**src/rtl/dc_pwm.sv**
```systemverilog
// Duty-cycle PWM generator: eight-slot period with a prescaled slot clock.
// The applied duty is reloaded (directly or by one-step ramping) only at period boundaries.
module dc_pwm #(
    parameter int PRESCALE = 4,
    parameter int RAMP     = 0
) (
    input  logic       clk,
    input  logic       rst,
    input  logic       en,
    input  logic [2:0] dc_control,
    output logic       pwm,
    output logic [2:0] trigger,
    output logic       period_start,
    output logic [2:0] duty_applied
);

    typedef enum logic {
        ST_IDLE = 1'b0,
        ST_RUN  = 1'b1
    } state_t;

    localparam logic [7:0] PS_LAST = 8'(PRESCALE - 1);

    state_t     r_state;
    state_t     w_state_nxt;
    logic [7:0] r_presc;
    logic [7:0] w_presc_nxt;
    logic [2:0] r_phase;
    logic [2:0] w_phase_nxt;
    logic [2:0] r_duty;
    logic [2:0] w_duty_nxt;
    logic       w_tick;
    logic       w_load;

    // Ramping moves one step toward the target and never overshoots or wraps.
    function automatic logic [2:0] f_next_duty(input logic [2:0] target, input logic [2:0] cur);
        logic [2:0] res;
        if (RAMP == 0) begin
            res = target;
        end else if (target > cur) begin
            res = cur + 3'd1;
        end else if (target < cur) begin
            res = cur - 3'd1;
        end else begin
            res = cur;
        end
        return res;
    endfunction

    // State register
    always_ff @(posedge clk or negedge rst) begin
        if (!rst) begin
            r_state <= ST_IDLE;
        end else begin
            r_state <= w_state_nxt;
        end
    end

    // Next-state logic
    always_comb begin
        w_state_nxt = r_state;
        case (r_state)
            ST_IDLE: begin
                if (en) begin
                    w_state_nxt = ST_RUN;
                end else begin
                    w_state_nxt = ST_IDLE;
                end
            end
            ST_RUN: begin
                if (!en) begin
                    w_state_nxt = ST_IDLE;
                end else begin
                    w_state_nxt = ST_RUN;
                end
            end
            default: w_state_nxt = ST_IDLE;
        endcase
    end

    // Counter and duty next values; en low always clears, so no load can coincide with leaving RUN
    always_comb begin
        w_tick      = (r_presc == PS_LAST);
        w_load      = 1'b0;
        w_presc_nxt = 8'd0;
        w_phase_nxt = 3'd0;
        w_duty_nxt  = 3'd0;
        case (r_state)
            ST_IDLE: begin
                if (en) begin
                    w_load     = 1'b1;
                    w_duty_nxt = f_next_duty(dc_control, r_duty);
                end else begin
                    w_duty_nxt = 3'd0;
                end
            end
            ST_RUN: begin
                if (en) begin
                    if (w_tick) begin
                        w_presc_nxt = 8'd0;
                        w_phase_nxt = r_phase + 3'd1;
                    end else begin
                        w_presc_nxt = r_presc + 8'd1;
                        w_phase_nxt = r_phase;
                    end
                    w_load = w_tick && (r_phase == 3'd7);
                    if (w_load) begin
                        w_duty_nxt = f_next_duty(dc_control, r_duty);
                    end else begin
                        w_duty_nxt = r_duty;
                    end
                end else begin
                    w_duty_nxt = 3'd0;
                end
            end
            default: begin
                w_load = 1'b0;
            end
        endcase
    end

    // Datapath registers
    always_ff @(posedge clk or negedge rst) begin
        if (!rst) begin
            r_presc <= 8'd0;
            r_phase <= 3'd0;
            r_duty  <= 3'd0;
        end else begin
            r_presc <= w_presc_nxt;
            r_phase <= w_phase_nxt;
            r_duty  <= w_duty_nxt;
        end
    end

    // Output decode from registered state only
    always_comb begin
        trigger      = r_phase;
        duty_applied = r_duty;
        if (r_state == ST_RUN) begin
            pwm          = (r_phase < r_duty);
            period_start = (r_phase == 3'd0) && (r_presc == 8'd0);
        end else begin
            pwm          = 1'b0;
            period_start = 1'b0;
        end
    end

endmodule

```
**config.mk**
```make
export PLATFORM = sky130hd
export DESIGN_NAME = dc_pwm
export DESIGN_NICKNAME = d
export VERILOG_FILES = /design/src/rtl/dc_pwm.sv
export SDC_FILE = /design/constraint.sdc
export NUM_CORES = 1
export LEC_CHECK = 0
export CORE_MARGIN = 2
export CORE_UTILIZATION = 30
export DETAILED_ROUTE_END_ITERATION = 10
export PLACE_DENSITY_LB_ADDON = 0.15
export RECOVER_POWER = 100
export SLEW_MARGIN = 10
export SYNTH_ARGS = -nofsm -noshare
export SYNTH_HDL_FRONTEND = slang
export SYNTH_SLANG_ARGS = --single-unit
```
**constraint.sdc**
```tcl
create_clock -name clk -period 1.8 [get_ports clk]
set_clock_uncertainty 0.2 [all_clocks]
set_input_delay 0.36 -clock clk [delete_from_list [all_inputs] [get_ports clk]]
set_output_delay 0.36 -clock clk [all_outputs]
set_load 0.005 [all_outputs]
```
# After elaboration in Yosys (flattened, before gate mapping)
# Index checks and enable logic that the tools add are counted.
# Widths: inputs -> output; s select.
[totals]
out_inout_bits = 8
n_memories = 0
register_bits = 15
ramBits = 0
in_bits = 6
romBits = 0
latch_bits = 0
wordCells = 29
[classes]
n_addsub = 2
eq_ne = 4
n_mul = 0
muxes = 13
div_mod_pow = 0
n_bitwise = 1
reduce_logical = 4
n_shift = 0
n_lt_le_gt_ge = 1
[op_table]
columns = ["operator", "n"]
rows = [
  ["$mux 8", 3],
  ["$mux 3", 6],
  ["$add 8x1->8 const B", 1],
  ["$eq 8x2->1 const B", 1],
  ["$logic_not 8->1", 1],
  ["$ne 3x2->1 const B", 2],
  ["$pmux 3 s2", 1],
  ["$add 3x1->3 const B", 1],
  ["$eq 3x3->1 const B", 1],
  ["$logic_not 3->1", 1],
  ["$lt 3x3->1", 1],
  ["$mux 1", 3],
  ["$logic_and 1x1->1", 2],
  ["$not 1->1", 1],
]

# Depth between registers and ports, before layout
# Gate-level depths: netlist of the first run.
[depth]
depth_word = 5
ltp_mapped = 4
ltp_nobuf = 4

# Worst setup path after synthesis of the first run
# OpenSTA, ideal clock, no wires.
[synth_path]
path_kind = "reg2out"
start = "reg r_presc[3]"
end = "out period_start"
path_stages_with_launch = 4
arrival_time_ns = 1.298
t_required_ns = 1.240
n_path_buf = 1
setup_slack_ns = -0.058
path_cell_list = "dfrtp_1 -> buf_8 -> or4_4 -> nor4_1"
[synth_via]
elab_chain_cells = 3
[synth_lines]
columns = ["item", "line_no", "text"]
rows = [
  ["start, declared", "26", "logic [7:0] r_presc;"],
  ["start signal, assigned", "129", "r_presc <= w_presc_nxt;"],
  ["$logic_not 8->1", "141", "period_start = (r_phase == 3'd0) && (r_presc == 8'd0);"],
  ["$logic_and 1x1->1", "141", ""],
  ["$mux 1", "139", "if (r_state == ST_RUN) begin"],
  ["end, declared", "13", "output logic period_start,"],
]
# Every way passes these cells.

# Worst setup path after layout of the first run
[layout_path]
start = "reg r_presc[5]"
end = "out period_start"
# Same word-level chain as after synthesis.

==> summary by stage, run 1 <==
Final layout
The final layout contains 140 nets. The area of all placed cells without fillers is 1290 sq um. The post-route netlist has 31.7% of its cells at a drive strength greater than 1.

0 antenna diodes ended up in the layout. Cells fill 47.3% of the core in the end. The signed area change from the synthesized netlist to the final layout is 50.1%. The filler cells instantiated in the layout total 270.

Synth
In the synthesized netlist, the number of instances is 84. The number of synthesis warnings is 0. For this run, the leading register cell type out of synthesis is sky130_fd_sc_hd__dfrtp_1. After synthesis, the share of flip-flops with an asynchronous set or reset is 100%. The post-synthesis instance area is 861 sq um. The synthesized design devotes to its leading area cell type 43.6% of total area. Yosys mapped a number of flops with a built-in enable equal to 0. In the post-synthesis netlist, the biggest area contributors are sky130_fd_sc_hd__dfrtp_1 (44%), sky130_fd_sc_hd__ha_1 (10%), sky130_fd_sc_hd__a21oi_1 (4.1%). The mean instance size in the synthesized netlist is 10.2 sq um. The most area-hungry cell type in the Yosys netlist is sky130_fd_sc_hd__dfrtp_1. The post-synthesis register bit count is 15.

Counting every net in the synthesized netlist gives 97. The count of different cell masters after synthesis is 24. Of the synthesized area, sequential elements account for 43.6%.

STA
The hold violation count in the final report came to 0. The max-slew violation total from the final report came to 0. The worst pin sits at a relative slew slack of 43.4%. For the pin with the worst max-slew slack, the measured transition is 0.848 ns. The final critical path takes up 118% of the cycle. The minimum period implied by the final worst setup slack is 2.13 ns. Static timing analysis puts the maximum clock frequency at 470 MHz. The setup TNS is -0.499 ns.

Setup repair after global routing could not meet its margin everywhere. The worst setup margin is -0.329 ns. The final number of setup-violating endpoints is 2.

Placed design
In this run the cell area measured after placement is 1190 sq um. Timing analysis after detailed placement gives a worst setup slack of -0.343 ns. The number of port buffers is 13. Detailed placement ended at an HPWL of 1580 um. The routability-driven placement congestion ratio is 0.808.

Die
The floorplan step defined a die boundary enclosing 3310 sq um. The height of the die is 57.6 um. The count of pins on the block boundary is 14. The initial utilization of the core area, before any placement, comes to 31.5%. After floorplanning, the core was divided into 19 placement rows. The floorplan step defined a core boundary enclosing 2730 sq um.

The die width is 57.6 um.

Setup path
The worst-path maximum fanout is 2. The worst register-to-register path begins at r_presc[1]. Traced cell by cell, the critical path runs through or4_4 > nor4_4 > buf_2. STA classifies the critical path startpoint as a register. The cell depth of the worst flop-to-flop path is 7. The kind of end point of the critical path is an output pin. STA puts the critical path data arrival time at 1.57 ns. The type of the setup path with the least slack is register to output pin. The worst reg-to-reg setup slack is 0.05 ns. The slowest cell on the critical path is sky130_fd_sc_hd__or4_4. The destination of the worst register-to-register timing path is duty_applied[2]. In this design, the stage delay of the slowest critical-path cell is 0.56 ns. The critical path required time is 1.24 ns.

CTS
Buffers inserted to repair hold after CTS numbered 0. The longest clock path from root to sink contains 2 buffers. The clock reaches the later pin of the worst-skew pair after 0.28 ns. After clock tree synthesis, the clock-pin slew on the worst setup and hold paths is 0.09 ns. TritonCTS built the clock tree.

The tree is rooted in a sky130_fd_sc_hd__clkbuf_4. Counting every sink on the clock net gives 15. In this run, CTS created clock tree buffers numbering 3. In this run the number of H-tree levels came out at 1.

Global routing
The wire length of the first global-routing pass is 3490 um. The number of antenna violations at the first check in global routing is 0. The total overflow reported by the global router is 0. The via count of the first global-routing pass is 779. The largest net degree at the start of global routing is 16. The total global-route track usage is 13.8%.

Detailed routing
The number of violations reported at the end of detailed-routing iteration 0 is 4. The wire length reported by the detailed router is 2030 um. In this run the remaining antenna-violating nets after routing total 0. The via-per-instance ratio is 4.80. The total vias in the final route is 753. The number of detailed-route iterations in the first pass is 3. The number of design rule violations left after detail routing is 0. Dividing the detail-routed wire length by the instance count gives 13.0 um.

Pwr
Power spread over the standard cell area amounts to 493 nW/um^2. The overall power after layout is 0.000637 W. The static leakage is 0.590 nW. VDD sags by at most 0.459 mV.

Min path
The hold path depth is 2. The source of the worst hold timing path is r_presc[0]. The class of the tightest hold or removal check is register to register. The worst-case hold path end point is r_presc[0].

Outcome
The final reports fail on negative setup slack. The flow ran to the end, but the final reports show violations.

Job
Max-cap violations in this run came to 0.
==> cell type report <==
type	count	area, sq um	share of cell area [%]
multi-input cells	59	513	39.7
flip-flops and latches	15	375	29.0
repair buffers	39	305	23.6
well taps	31	38.8	3.00
inverters	9	33.8	2.61
clock buffers	4	26.3	2.03
==> logic make-up (layout without fill, tap and decap cells) <==
| kind of cell | count (synthesis) | in the layout | synth area share (%) |
|---|---|---|---|
| and+or+nand+nor | 29 | 29 | 20.9 |
| buffers and inverters | 10 | 52 | 5.67 |
| DFF | 15 | 15 | 43.6 |
| adders and majority gates | 7 | 7 | 10.2 |
| xor gates and xnor gates | 2 | 2 | 2.04 |
| muxes | 3 | 3 | 3.49 |
| AOI/OAI and AO/OA | 18 | 18 | 14.1 |
==> layout by cell type, fill, tap and decap left out, drive strengths merged, types with 3 or more instances in the layout <==
master,instances
a21oi,8
buf,20
clkbuf,13
clkdlybuf4s50,5
dfrtp,15
dlygate4sd2,3
ha,7
inv,9
mux2i,3
nand2,6
nand2b,3
nand3,6
nor2,4
o21ai,6
or3,3
==> Yosys cell counts (2+ instances only) <==
master	number
sky130_fd_sc_hd__dfrtp_1	15
sky130_fd_sc_hd__inv_1	9
sky130_fd_sc_hd__a21oi_1	7
sky130_fd_sc_hd__ha_1	7
sky130_fd_sc_hd__nand2_1	6
sky130_fd_sc_hd__nand3_1	6
sky130_fd_sc_hd__o21ai_0	6
sky130_fd_sc_hd__nor2_1	4
sky130_fd_sc_hd__mux2i_1	3
sky130_fd_sc_hd__nand2b_1	3
sky130_fd_sc_hd__or3_1	3
sky130_fd_sc_hd__a21o_1	2
sky130_fd_sc_hd__xor2_1	2
==> state kept, by name, indices dropped and copies added, names as in the netlist <==
register and count:
duty_applied 3, r_presc 8, r_state 1, trigger 3
==> worst max-delay path by stage <==
stage | from | cells after the start | to
global placement | r_presc[3] | 3 | period_start
detailed placement | r_presc[3] | 3 | period_start
floorplan | r_presc[3] | 3 | period_start
finish | r_presc[5] | 3 | period_start
global route | r_presc[5] | 3 | period_start
CTS | trigger[1] | 6 | period_start
==> power breakdown <==
part           internal [W]  switching, W  leakage [nW]
registers          0.000345    0.00000479         0.203
logic             0.0000496     0.0000415         0.372
clock network     0.0000860      0.000110        0.0150
==> per-stage QoR <==
| step | std cells | hold WS, ns |
|---|---|---|
| floorplan | 84 | -0.136 |
| global placement | 149 | 0.316 |
| detailed placement | 149 | 0.325 |
| CTS | 156 | 0.199 |
| global route | 157 | 0.361 |
| finish | 157 | 0.338 |
==> critical path: cells and delay by family, from the launching register on <==
| family | cells | cell delay [ns] |
|---|---|---|
| and+or+nand+nor | 2 | 0.76 |
| buffers and inverters | 1 | 0.14 |
| DFF | 1 | 0.39 |
==> timing repair <==
| item | in CTS | in global routing |
|---|---|---|
| resized for setup | 14 | 17 |
| buffers inserted | 3 | 1 |
| endpoints found under the setup margin | 5 | 8 |
| pin swaps | 3 | 8 |
==> per-layer routing <==
layer	GRT usage (%)	share of wire [%]	vias up
met5	0	0	-
met4	4.98	1.0	0
met3	1.36	1.7	4
met2	22.4	47	7
met1	19.2	50	364
li1	-	-	378
No activity file was read; power rests on OpenSTA's default activity.
==> run 2: changes to the inputs <==
- SETUP_SLACK_MARGIN: not set -> 0.05
==> summary by stage, run 2 (synthesis gave the netlist of run 1 again) <==
Setup path
The setup path with the least slack is of type register to output pin. The slowest cell on the critical path is sky130_fd_sc_hd__dfrtp_1. The start point of the critical path is trigger[1].

The worst-path maximum fanout is 2 (unchanged). The startpoint type of the worst setup path is a register. The critical path required time is 1.24 ns (about the same). The worst reg2reg path startpoint is r_presc[1]. The critical path data arrival time is 1.54 ns (-0.03 ns).

The kind of end point of the critical path is an output pin. The stage delay of the slowest cell on the critical path was 0.40 ns (-0.16 ns). Walking the worst path, the cells encountered are buf_6 > inv_1 > ha_1 > nand4b_1 > nor4_4 > buf_2.

Placed design
The estimated wirelength of the detail-placed design is 1580 um (unchanged). The routability-driven placement congestion ratio is 0.808 (unchanged). The number of port buffers was 13 (unchanged).

Die
The count of pins on the block boundary is 14 (unchanged). The area of the core was 2730 sq um (unchanged). The floorplan row count is 19 (unchanged).

The area of the die came to 3310 sq um (unchanged). The die width is 57.6 um (unchanged). The starting density of the core is 31.5% (unchanged). The height of the die is 57.6 um (unchanged).

Global routing
The number of antenna violations at the first check in global routing is 0 (unchanged). The largest net degree at the start of global routing was 16 (unchanged). The total overflow reported by the global router is 0 (unchanged). The total global-route track usage is 14.3% (+0.42 points). The via count of the first global-routing pass came to 781 (+0.26%).

The wire length of the first global-routing pass is 3590 um (+2.8%).

STA
The final number of setup-violating endpoints was 9 (+7). The slew at the pin closest to its max-slew limit came to 0.832 ns (-0.0163 ns). The max-slew violation total from the final report is 0 (unchanged).

The minimum period implied by the final worst setup slack was 2.10 ns (-0.0267 ns). Setup repair after global routing could not meet its margin everywhere. The hold violation count in the final report is 0 (unchanged). The worst setup margin is -0.302 ns (+0.0267 ns).

The maximum achievable frequency was 476 MHz (+1.3%). The share of the clock period used by the worst path is 117% (-1.5 points). The normalized max-slew margin is 44.5% (+1.1 points).

Detailed routing
The average wire length per cell after detail routing is 13.4 um (+3.3%). The number of detailed-route iterations in the first pass is 4 (+1). The number of violations reported at the end of detailed-routing iteration 0 is 1 (-3). The total vias in the final route is 766 (+1.7%).

The number of design rule violations left after detail routing is 0 (unchanged). The via-per-instance ratio was 4.85 (+1.1%). The wire length reported by the detailed router was 2110 um (+3.9%). The remaining number of nets flagged by the antenna check after routing is 0 (unchanged).

CTS
The buffer depth of the longest clock path is 2 (unchanged). CTS placed an instance of sky130_fd_sc_hd__clkbuf_4 at the clock tree root. The number of CTS-inserted buffers is 3 (unchanged). The quantity of hold-fixing buffers added after cts came to 0 (unchanged).

The clock insertion delay at the later pin of the skew report is 0.28 ns (about the same). The clock transition time at the flip-flop clock pins of the worst setup and hold paths is 0.09 ns (about the same). The deepest level of the CTS H-tree was 1 (unchanged).

TritonCTS built the clock tree. The clock sink total came to 15 (unchanged).

Final layout
r_presc holds more flip-flops than any other register. The layout cell share with drive strength beyond 1 is 36.2% (+4.5 points). The library cells used most frequently in the layout, excluding fill and tap cells, are sky130_fd_sc_hd__buf_4 (17), sky130_fd_sc_hd__dfrtp_1 (15), sky130_fd_sc_hd__inv_1 (8). The share of the core filled with cells in the final layout is 48.2% (+0.96 points).

The signed area change from the synthesized netlist to the final layout is 53.2%. The number of fillers in the final layout came to 266 (-1.5%). The library cell used most frequently in the layout, excluding fill and tap cells, is sky130_fd_sc_hd__buf_4. The final net count is 141 (+0.71%). The number of flip-flops under the largest register name came to 8 (unchanged). The antenna diode count is 0 (unchanged).

Pwr
The ratio of total power to cell area is 483 nW/um^2 (-2.1%). The overall power after layout is 0.000636 W (about the same). The static leakage is 0.585 nW (-0.89%). The worst-case vdd ir drop is 0.465 mV (+1.2%).

Min path
The min-delay analysis places its worst path in the category register to register. The source of the worst hold timing path is r_presc[0].

Outcome
The final reports fail on negative setup slack. The flow ran to the end, but the final reports show violations.

Job
The number of max-cap violations is 0 (unchanged).
==> run 2: changes by cell type in the layout (fill, tap and decap cells not counted), moves of 2 or more <==
cell and delta:
sky130_fd_sc_hd__a21oi_1 -2, sky130_fd_sc_hd__buf_4 +2, sky130_fd_sc_hd__a21oi_2 +2, sky130_fd_sc_hd__clkbuf_1 -2
==> run 2: path summary, 6_finish.rpt <==
check / end / slack [ns] / cells past startpoint
setup / recovery: period_start / -0.30 / 6
hold / removal: r_presc[0] / 0.34 / 2
setup reg to reg: duty_applied[2] / -0.07 / 7
hold reg to reg: r_presc[0] / 0.34 / 2
max in group asynchronous: r_presc[3] / 0.40 / 2
min in group asynchronous: trigger[1] / 0.49 / 2
==> run 2: final cells by class <==
class,instances,area (sq um),area share (%)
multi-input cells,59,522,39.6
repair buffers,40,323,24.5
well taps,31,38.8,2.94
clock buffers,4,26.3,1.99
flip-flops and latches,15,375,28.5
inverters,9,33.8,2.56
==> run 2: through the flow <==
stage / hold slack [ns] / area [sq um] / setup TNS (ns) / cells / setup slack [ns]
2_1_floorplan: -0.136 / 876 / 0 / 84 / 0.0181
3_3_place_gp: 0.316 / 1190 / -0.606 / 149 / -0.338
3_5_place_dp: 0.325 / 1190 / -0.635 / 149 / -0.343
4_1_cts: 0.199 / 1280 / -0.752 / 157 / -0.310
5_1_grt: 0.361 / 1320 / -1.90 / 158 / -0.393
6_report: 0.339 / 1320 / -0.856 / 158 / -0.302
==> run 2: worst max-delay path, delay by kind of cell (launching register included) <==
| family | cells | cell delay, ns |
|---|---|---|
| fa+ha+maj | 1 | 0.16 |
| flops | 1 | 0.40 |
| simple gates | 2 | 0.39 |
| buf+inv | 3 | 0.31 |
==> run 2: report_power, final <==
| part | switching [W] | internal (W) |
|---|---|---|
| Clock | 0.000107 | 0.0000859 |
| Combinational | 0.0000426 | 0.0000513 |
| Sequential | 0.00000484 | 0.000345 |
==> run 2: repair_timing <==
action	in CTS	in global routing
gates resized for setup	20	14
setup buffers	4	1
pin swaps	4	2
setup endpoints to repair	7	11
==> run 2: layer usage <==
metal  global-route usage, %  routed length, um  part of all wire [%]
met1                    20.4               1020                    48
met2                    22.6               1030                    49
met3                    1.36                 51                   2.4
met4                    4.98                 16                  0.76
met5                       0                  0                     0
==> run 3: changes to the inputs <==
- CTS_CLUSTER_SIZE: not set -> 16
==> results of run 3 <==
The final DEF is identical to that of run 2; final timing and power are the same.
